## src/rtl/ddr_frame_reader_pkg.sv

```systemverilog
// frame_reader_pkg: shared types and AXI constants for ddr_frame_reader.
//   fr_state_t      - fetch FSM states
//   AXI_BURST_INCR  - ARBURST encoding for incrementing bursts
//   AXI_SIZE_4B     - ARSIZE encoding for 4-byte beats
//   AXI_RESP_OKAY   - RRESP value that is not an error
package frame_reader_pkg;

  typedef enum logic [2:0] {
    IDLE,
    WAIT,
    ADDR,
    DATA,
    DONE
  } fr_state_t;

  localparam logic [1:0] AXI_BURST_INCR = 2'b01;
  localparam logic [2:0] AXI_SIZE_4B    = 3'b010;
  localparam logic [1:0] AXI_RESP_OKAY  = 2'b00;

endpackage

```

## src/rtl/ddr_frame_reader_if.sv

```systemverilog
// ddr_frame_reader_if: AXI4 read-only channels (AR + R) between the frame
// reader and the DDR interconnect.
//   master modport - the frame reader (drives AR, accepts R)
//   slave  modport - the memory / interconnect side
interface ddr_frame_reader_if;
  logic [31:0] m_axi_araddr;
  logic [7:0]  m_axi_arlen;
  logic [2:0]  m_axi_arsize;
  logic [1:0]  m_axi_arburst;
  logic        m_axi_arvalid;
  logic        m_axi_arready;
  logic [31:0] m_axi_rdata;
  logic [1:0]  m_axi_rresp;
  logic        m_axi_rlast;
  logic        m_axi_rvalid;
  logic        m_axi_rready;

  modport master (
    output m_axi_araddr, m_axi_arlen, m_axi_arsize, m_axi_arburst, m_axi_arvalid,
    input  m_axi_arready,
    input  m_axi_rdata, m_axi_rresp, m_axi_rlast, m_axi_rvalid,
    output m_axi_rready
  );

  modport slave (
    input  m_axi_araddr, m_axi_arlen, m_axi_arsize, m_axi_arburst, m_axi_arvalid,
    output m_axi_arready,
    output m_axi_rdata, m_axi_rresp, m_axi_rlast, m_axi_rvalid,
    input  m_axi_rready
  );
endinterface

```

## src/rtl/ddr_frame_reader_fifo.sv

```systemverilog
// frame_fifo: synchronous first-word-fall-through FIFO.
//   clk_i, rst_i      - clock, async active-high reset
//   push_i, data_i    - write side (ignored when full)
//   pop_i, data_o     - read side; data_o shows the head entry, zero when empty
//   full_o, empty_o   - occupancy flags
//   free_cnt_o        - number of free entries
module frame_fifo #(
  parameter int WIDTH = 25,
  parameter int DEPTH = 64
) (
  input  logic                       clk_i,
  input  logic                       rst_i,
  input  logic                       push_i,
  input  logic [WIDTH-1:0]           data_i,
  input  logic                       pop_i,
  output logic [WIDTH-1:0]           data_o,
  output logic                       full_o,
  output logic                       empty_o,
  output logic [$clog2(DEPTH+1)-1:0] free_cnt_o
);
  localparam int AW = $clog2(DEPTH);
  localparam int CW = $clog2(DEPTH+1);

  logic [WIDTH-1:0] mem_q [DEPTH];
  logic [AW-1:0]    wr_ptr_q, rd_ptr_q;
  logic [CW-1:0]    count_q, count_d;
  logic             push_ok, pop_ok;

  assign push_ok = push_i && !full_o;
  assign pop_ok  = pop_i && !empty_o;

  // Storage carries no reset; validity is tracked by count_q alone.
  always_ff @(posedge clk_i) begin
    if (push_ok) mem_q[wr_ptr_q] <= data_i;
  end

  always_comb begin
    count_d = count_q;
    case ({push_ok, pop_ok})
      2'b10:   count_d = count_q + CW'(1);
      2'b01:   count_d = count_q - CW'(1);
      default: count_d = count_q;
    endcase
  end

  always_ff @(posedge clk_i or posedge rst_i) begin
    if (rst_i) begin
      wr_ptr_q <= '0;
      rd_ptr_q <= '0;
      count_q  <= '0;
    end else begin
      if (push_ok) wr_ptr_q <= wr_ptr_q + AW'(1);
      if (pop_ok)  rd_ptr_q <= rd_ptr_q + AW'(1);
      count_q <= count_d;
    end
  end

  assign full_o     = (count_q == CW'(DEPTH));
  assign empty_o    = (count_q == '0);
  assign free_cnt_o = CW'(DEPTH) - count_q;
  // Forcing zero when empty keeps the pixel bus at a defined value after reset.
  assign data_o     = empty_o ? '0 : mem_q[rd_ptr_q];
endmodule

```

## src/rtl/ddr_frame_reader.sv

```systemverilog
// ddr_frame_reader: fetches one frame from DDR with AXI4 INCR read bursts and
// streams it out as 24-bit pixels through a FWFT FIFO.
//   clk_i, rst_i         - clock, async active-high reset
//   start_i              - begin a frame fetch (ignored while busy_o)
//   m_axi                - AXI read channels (master modport)
//   pix_data_o/sof/valid - pixel stream out, pix_ready_i back-pressure
//   busy_o, done_o       - fetch in progress, one-cycle end-of-frame pulse
//   err_o                - sticky RRESP / RLAST error, cleared on start
// Build option: define FRAME_READER_LOOP_EN to refetch frames continuously.
module ddr_frame_reader
  import frame_reader_pkg::*;
#(
  parameter logic [31:0] BASE_ADDR   = 32'h8000_0000,
  parameter int          FRAME_WORDS = 1280*720,
  parameter int          BURST_LEN   = 16,
  parameter int          FIFO_DEPTH  = 64
) (
  input  logic                      clk_i,
  input  logic                      rst_i,
  input  logic                      start_i,
  ddr_frame_reader_if.master        m_axi,
  output logic [23:0]               pix_data_o,
  output logic                      pix_sof_o,
  output logic                      pix_valid_o,
  input  logic                      pix_ready_i,
  output logic                      busy_o,
  output logic                      done_o,
  output logic                      err_o
);
  localparam int RW  = $clog2(FRAME_WORDS+1);
  localparam int FCW = $clog2(FIFO_DEPTH+1);

  fr_state_t      state_q, state_d;
  logic [31:0]    addr_q, addr_d;
  logic [RW-1:0]  remain_q, remain_d;
  logic [7:0]     beat_q, beat_d;
  logic [7:0]     arlen_q, arlen_d;
  logic           sof_q, sof_d;
  logic           err_q, err_d;

  logic           fifo_push, fifo_empty, fifo_full;
  logic [24:0]    fifo_rdata;
  logic [FCW-1:0] free_cnt;
  logic           beat_last;
  logic           unused_rdata;

  assign beat_last    = (beat_q == arlen_q);
  assign unused_rdata = &{1'b0, m_axi.m_axi_rdata[31:24], fifo_full};

  always_comb begin
    state_d   = state_q;
    addr_d    = addr_q;
    remain_d  = remain_q;
    beat_d    = beat_q;
    arlen_d   = arlen_q;
    sof_d     = sof_q;
    err_d     = err_q;
    fifo_push = 1'b0;
    unique case (state_q)
      IDLE: begin
        if (start_i) begin
          state_d  = WAIT;
          addr_d   = BASE_ADDR;
          remain_d = RW'(FRAME_WORDS);
          beat_d   = '0;
          sof_d    = 1'b1;
          err_d    = 1'b0;
        end
      end
      WAIT: begin
        // Reserving a full burst of space up front means rready never drops mid-burst.
        if (32'(free_cnt) >= 32'(BURST_LEN)) begin
          state_d = ADDR;
          arlen_d = (32'(remain_q) >= 32'(BURST_LEN)) ? 8'(BURST_LEN - 1)
                                                      : 8'(32'(remain_q) - 32'd1);
        end
      end
      ADDR: begin
        if (m_axi.m_axi_arready) state_d = DATA;
      end
      DATA: begin
        if (m_axi.m_axi_rvalid) begin
          fifo_push = 1'b1;
          sof_d     = 1'b0;
          remain_d  = remain_q - RW'(1);
          if (m_axi.m_axi_rresp != AXI_RESP_OKAY) err_d = 1'b1;
          // Our own beat count ends the burst; rlast is only cross-checked.
          if (m_axi.m_axi_rlast != beat_last) err_d = 1'b1;
          if (beat_last) begin
            beat_d  = '0;
            addr_d  = addr_q + ((32'(arlen_q) + 32'd1) << 2);
            state_d = (remain_q == RW'(1)) ? DONE : WAIT;
          end else begin
            beat_d = beat_q + 8'd1;
          end
        end
      end
      DONE: begin
`ifdef FRAME_READER_LOOP_EN
        state_d  = WAIT;
        addr_d   = BASE_ADDR;
        remain_d = RW'(FRAME_WORDS);
        beat_d   = '0;
        sof_d    = 1'b1;
`else
        state_d  = IDLE;
`endif
      end
      default: state_d = IDLE;
    endcase
  end

  always_ff @(posedge clk_i or posedge rst_i) begin
    if (rst_i) begin
      state_q  <= IDLE;
      addr_q   <= BASE_ADDR;
      remain_q <= '0;
      beat_q   <= '0;
      arlen_q  <= '0;
      sof_q    <= 1'b0;
      err_q    <= 1'b0;
    end else begin
      state_q  <= state_d;
      addr_q   <= addr_d;
      remain_q <= remain_d;
      beat_q   <= beat_d;
      arlen_q  <= arlen_d;
      sof_q    <= sof_d;
      err_q    <= err_d;
    end
  end

  frame_fifo #(
    .WIDTH (25),
    .DEPTH (FIFO_DEPTH)
  ) u_fifo (
    .clk_i      (clk_i),
    .rst_i      (rst_i),
    .push_i     (fifo_push),
    .data_i     ({sof_q, m_axi.m_axi_rdata[23:0]}),
    .pop_i      (pix_ready_i),
    .data_o     (fifo_rdata),
    .full_o     (fifo_full),
    .empty_o    (fifo_empty),
    .free_cnt_o (free_cnt)
  );

  assign m_axi.m_axi_araddr  = addr_q;
  assign m_axi.m_axi_arlen   = arlen_q;
  assign m_axi.m_axi_arsize  = AXI_SIZE_4B;
  assign m_axi.m_axi_arburst = AXI_BURST_INCR;
  assign m_axi.m_axi_arvalid = (state_q == ADDR);
  assign m_axi.m_axi_rready  = (state_q == DATA);

  assign pix_valid_o = !fifo_empty;
  assign pix_data_o  = fifo_rdata[23:0];
  assign pix_sof_o   = fifo_rdata[24];
  assign busy_o      = (state_q != IDLE);
  assign done_o      = (state_q == DONE);
  assign err_o       = err_q;
endmodule

```

## src/flat_wrapper.sv

```systemverilog
// flat-port wrapper written by rule: the top's interface ports become plain ports
module ddr_frame_reader_flat import frame_reader_pkg::*;
#(
  parameter logic [31:0] BASE_ADDR   = 32'h8000_0000,
  parameter int          FRAME_WORDS = 1280*720,
  parameter int          BURST_LEN   = 16,
  parameter int          FIFO_DEPTH  = 64
)
  (clk_i, rst_i, start_i, pix_data_o, pix_sof_o, pix_valid_o, pix_ready_i, busy_o, done_o, err_o, m_axi_m_axi_araddr, m_axi_m_axi_arlen, m_axi_m_axi_arsize, m_axi_m_axi_arburst, m_axi_m_axi_arvalid, m_axi_m_axi_arready, m_axi_m_axi_rdata, m_axi_m_axi_rresp, m_axi_m_axi_rlast, m_axi_m_axi_rvalid, m_axi_m_axi_rready);
  ddr_frame_reader_if m_axi_i ();
  input  logic clk_i;
  input  logic rst_i;
  input  logic start_i;
  output logic [23:0] pix_data_o;
  output logic pix_sof_o;
  output logic pix_valid_o;
  input  logic pix_ready_i;
  output logic busy_o;
  output logic done_o;
  output logic err_o;
  output wire logic [$bits(m_axi_i.m_axi_araddr)-1:0] m_axi_m_axi_araddr;
  output wire logic [$bits(m_axi_i.m_axi_arlen)-1:0] m_axi_m_axi_arlen;
  output wire logic [$bits(m_axi_i.m_axi_arsize)-1:0] m_axi_m_axi_arsize;
  output wire logic [$bits(m_axi_i.m_axi_arburst)-1:0] m_axi_m_axi_arburst;
  output wire logic [$bits(m_axi_i.m_axi_arvalid)-1:0] m_axi_m_axi_arvalid;
  input wire logic [$bits(m_axi_i.m_axi_arready)-1:0] m_axi_m_axi_arready;
  input wire logic [$bits(m_axi_i.m_axi_rdata)-1:0] m_axi_m_axi_rdata;
  input wire logic [$bits(m_axi_i.m_axi_rresp)-1:0] m_axi_m_axi_rresp;
  input wire logic [$bits(m_axi_i.m_axi_rlast)-1:0] m_axi_m_axi_rlast;
  input wire logic [$bits(m_axi_i.m_axi_rvalid)-1:0] m_axi_m_axi_rvalid;
  output wire logic [$bits(m_axi_i.m_axi_rready)-1:0] m_axi_m_axi_rready;
  assign m_axi_m_axi_araddr = m_axi_i.m_axi_araddr;
  assign m_axi_m_axi_arlen = m_axi_i.m_axi_arlen;
  assign m_axi_m_axi_arsize = m_axi_i.m_axi_arsize;
  assign m_axi_m_axi_arburst = m_axi_i.m_axi_arburst;
  assign m_axi_m_axi_arvalid = m_axi_i.m_axi_arvalid;
  assign m_axi_i.m_axi_arready = m_axi_m_axi_arready;
  assign m_axi_i.m_axi_rdata = m_axi_m_axi_rdata;
  assign m_axi_i.m_axi_rresp = m_axi_m_axi_rresp;
  assign m_axi_i.m_axi_rlast = m_axi_m_axi_rlast;
  assign m_axi_i.m_axi_rvalid = m_axi_m_axi_rvalid;
  assign m_axi_m_axi_rready = m_axi_i.m_axi_rready;
  ddr_frame_reader #(.BASE_ADDR(BASE_ADDR), .FRAME_WORDS(FRAME_WORDS), .BURST_LEN(BURST_LEN), .FIFO_DEPTH(FIFO_DEPTH)) u_core (.clk_i(clk_i), .rst_i(rst_i), .start_i(start_i), .m_axi(m_axi_i), .pix_data_o(pix_data_o), .pix_sof_o(pix_sof_o), .pix_valid_o(pix_valid_o), .pix_ready_i(pix_ready_i), .busy_o(busy_o), .done_o(done_o), .err_o(err_o));
endmodule
```

## config.mk

```make
export PLATFORM = sky130hd
export DESIGN_NAME = ddr_frame_reader_flat
export DESIGN_NICKNAME = d
export VERILOG_FILES = /design/src/rtl/ddr_frame_reader_pkg.sv /design/src/rtl/ddr_frame_reader_if.sv /design/src/rtl/ddr_frame_reader_fifo.sv /design/src/rtl/ddr_frame_reader.sv /design/src/flat_wrapper.sv
export SDC_FILE = /design/constraint.sdc
export NUM_CORES = 2
export LEC_CHECK = 0
export CORE_AREA = 2 2 331 333
export DETAILED_ROUTE_END_ITERATION = 7
export DIE_AREA = 0 0 333 335
export PLACE_DENSITY = 0.78
export SLEW_MARGIN = 30
export SYNTH_ARGS = -nofsm -noshare
export SYNTH_HDL_FRONTEND = slang
export SYNTH_HIERARCHICAL = 1
export SYNTH_SLANG_ARGS = --single-unit
```

## constraint.sdc

```tcl
create_clock -name clk_i -period 4.4 [get_ports clk_i]
set_input_delay 1.1 -clock clk_i [delete_from_list [all_inputs] [get_ports clk_i]]
set_output_delay 1.1 -clock clk_i [all_outputs]
set_load 0.01 [all_outputs]
```

==> results.txt <==
status = finished with violations
failing checks = negative setup slack
dpl ws = 0.00301 ns
Routed Antenna Nets = 0
worst setup margin = -0.156 ns
global routing usage on met3 = 8.47%
CTS sink count = 1690
Final Hold Vio Count = 0
Worst VDD drop = 576 uV
final period utilization = 104%
relative slew slack = 36.4%
Sw Pwr = 17.5 mW
worst hold slack = 0.514 ns
Multi-input gate area = 0.0162 sq mm
Sw Share = 33.4%
clock slew at reported path FFs = 0.06 ns
met1 usage = 42.9%
gr ovfl total = 0
first-pass GRT wire length = 262 mm
Die Width = 333 microns
WP data required = 3.30 ns
critical path type = reg -> out
final setup fails = 22
Design Power = 52.5 mW
input/output buffers = 101
Reg2Reg Launch Point = u_core/u_fifo/count_q[0]
I/O pin cnt = 117
slew of the pin with the lowest slew margin = 0.954 ns
sequential cell area = 0.0503 sq mm
GR Util All Layers = 33.1%
Total Die Area = 0.112 sq mm
hold path start = u_core/m_axi.m_axi_araddr[31]
most frequent cells in the layout = edfxtp_1, mux4_2, buf_4, mux2i_1, clkbuf_16
Final Instance Area = 0.0790 sq mm
most common cell after layout, fill and taps aside = edfxtp_1
CTS tree = yes
Slew Viols, Final = 0
vias per cell = 7.00
syn_area_per_cell = 19.7 sq um
Post-Syn Area = 0.0663 sq mm
unrepaired setup endpoints after global routing = true
Critical Path Source Type = register
share of layout cells above drive strength 1 = 31.1%
core area = 0.108 sq mm
CP arrival = 3.46 ns
GR peak layer = met2
Initial DRC Count = 5898
worst-case clock buffer depth = 3
Reg power frac = 36.0%
final net count = 3893
fin util = 73.1%
Pleak = 26.4 nW
Critical Path Fanout Max = 7
H-Tree Depth = 4
dpl hpwl = 97.9 mm
combinational power share = 37.9%
synth warn = 6
pwr/cell area = 665 mW/mm^2
Die H = 335 microns
skew final = 0.0297 ns
vias in the first global route = 37400
CTS Buf Count = 163
Clock power frac = 26.1%
Cell Area, Placed = 0.0709 sq mm
FILL cells = 5741
CTS Root Cell = clkbuf_16
Post-route DRC = 0
Area Growth Syn to Fin = 19.1%
row cnt = 121
synthesized instance count = 3368
wire per inst = 34.8 microns
FMAX = 219 MHz
worst skew pair latency = 0.79 ns
Critical Path Start = u_core/u_fifo/rd_ptr_q[0]
crit end category = output port
fin crit period = 4.56 ns
WL final = 187 mm
DR vias = 37700
initial antenna violation count = 8
Initial Utilization = 61.4%
HP Class = reg -> reg
gp weighted congestion = 0.884
# Max-Cap Violations = 0
TritonRoute pass-1 iters = 8
met2 usage = 52.7%
largest net degree at the start of global routing = 84
internal power = 35.0 mW
layout make-up:
cell class / instances / share of cell area (%)
flip-flops and latches: 1690 / 63.7
diodes: 1 / 0.00317
clock inverters: 86 / 0.956
inverters: 21 / 0.0998
multi-input cells: 1456 / 20.5
clock buffers: 214 / 5.59
repair buffers: 498 / 6.95
well taps: 1414 / 2.24
path summary, 6_finish.rpt:
kind / depth (start not counted) / slack [ns] / to
min in group asynchronous: 2 / 0.73 / u_core/sof_q
max in group asynchronous: 3 / 2.64 / u_core/m_axi.m_axi_araddr[30]
max: 9 / -0.16 / pix_data_o[9]
max reg2reg: 15 / 0.86 / u_core/u_fifo/count_q[4]
min reg2reg: 2 / 0.51 / u_core/m_axi.m_axi_araddr[31]
min: 2 / 0.51 / u_core/m_axi.m_axi_araddr[31]
power by group through the flow:
stage / Combinational (mW) / Sequential (mW) / Clock, mW
2_1_floorplan: 9.21 / 18.9 / 0
3_3_place_gp: 15.2 / 19.2 / 0
3_5_place_dp: 15.5 / 19.3 / 0
4_1_cts: 17.9 / 18.9 / 13.7
5_1_grt: 20.4 / 18.9 / 14.4
6_report: 19.9 / 18.9 / 13.7
critical path, stage by stage (launching register included):
cell and delay, ns:
dfrtp_4 0.47, buf_12 0.18, buf_8 0.13, buf_12 0.15, buf_4 0.12, mux4_2 0.52, a22oi_2 0.34, nand2_1 0.32
a22o_1 0.32, buf_2 0.15
state kept, by name, summed over array words and instances, names as in the netlist:
signal,count
u_core/u_fifo/count_q,7
u_core/m_axi.m_axi_araddr,30
u_core/u_fifo/mem_q,1600
u_core/m_axi.m_axi_arlen,8
u_core/remain_q,20
u_core/err_o,1
u_core/u_fifo/wr_ptr_q,6
u_core/u_fifo/rd_ptr_q,6
u_core/sof_q,1
u_core/beat_q,8
u_core/state_q,3
per-layer routing:
| layer | part of all wire, % | wire length, microns | up-vias |
|---|---|---|---|
| li1 | - | - | 14800 |
| met1 | 34 | 62900 | 19200 |
| met2 | 48 | 90700 | 3058 |
| met3 | 13 | 23600 | 560 |
| met4 | 5.4 | 10100 | 10 |
| met5 | 0.035 | 66 | - |
metrics by stage:
stage               instances  setup TNS (ns)
floorplan                3373               0
global placement         4953         -0.0224
detailed placement       4953               0
CTS                      5313           -1.40
global route             5379           -2.67
finish                   5380           -1.72
repair_timing:
action / 4_1_cts / 5_1_grt
endpoints found under the setup margin: 25 / 25
resized for setup: 311 / 118
cloned: 15 / 7
pin swaps: 58 / 73
hold buffers: 0 / 0
setup buffers: 50 / 71
No activity file was read; power rests on OpenSTA's default activity.
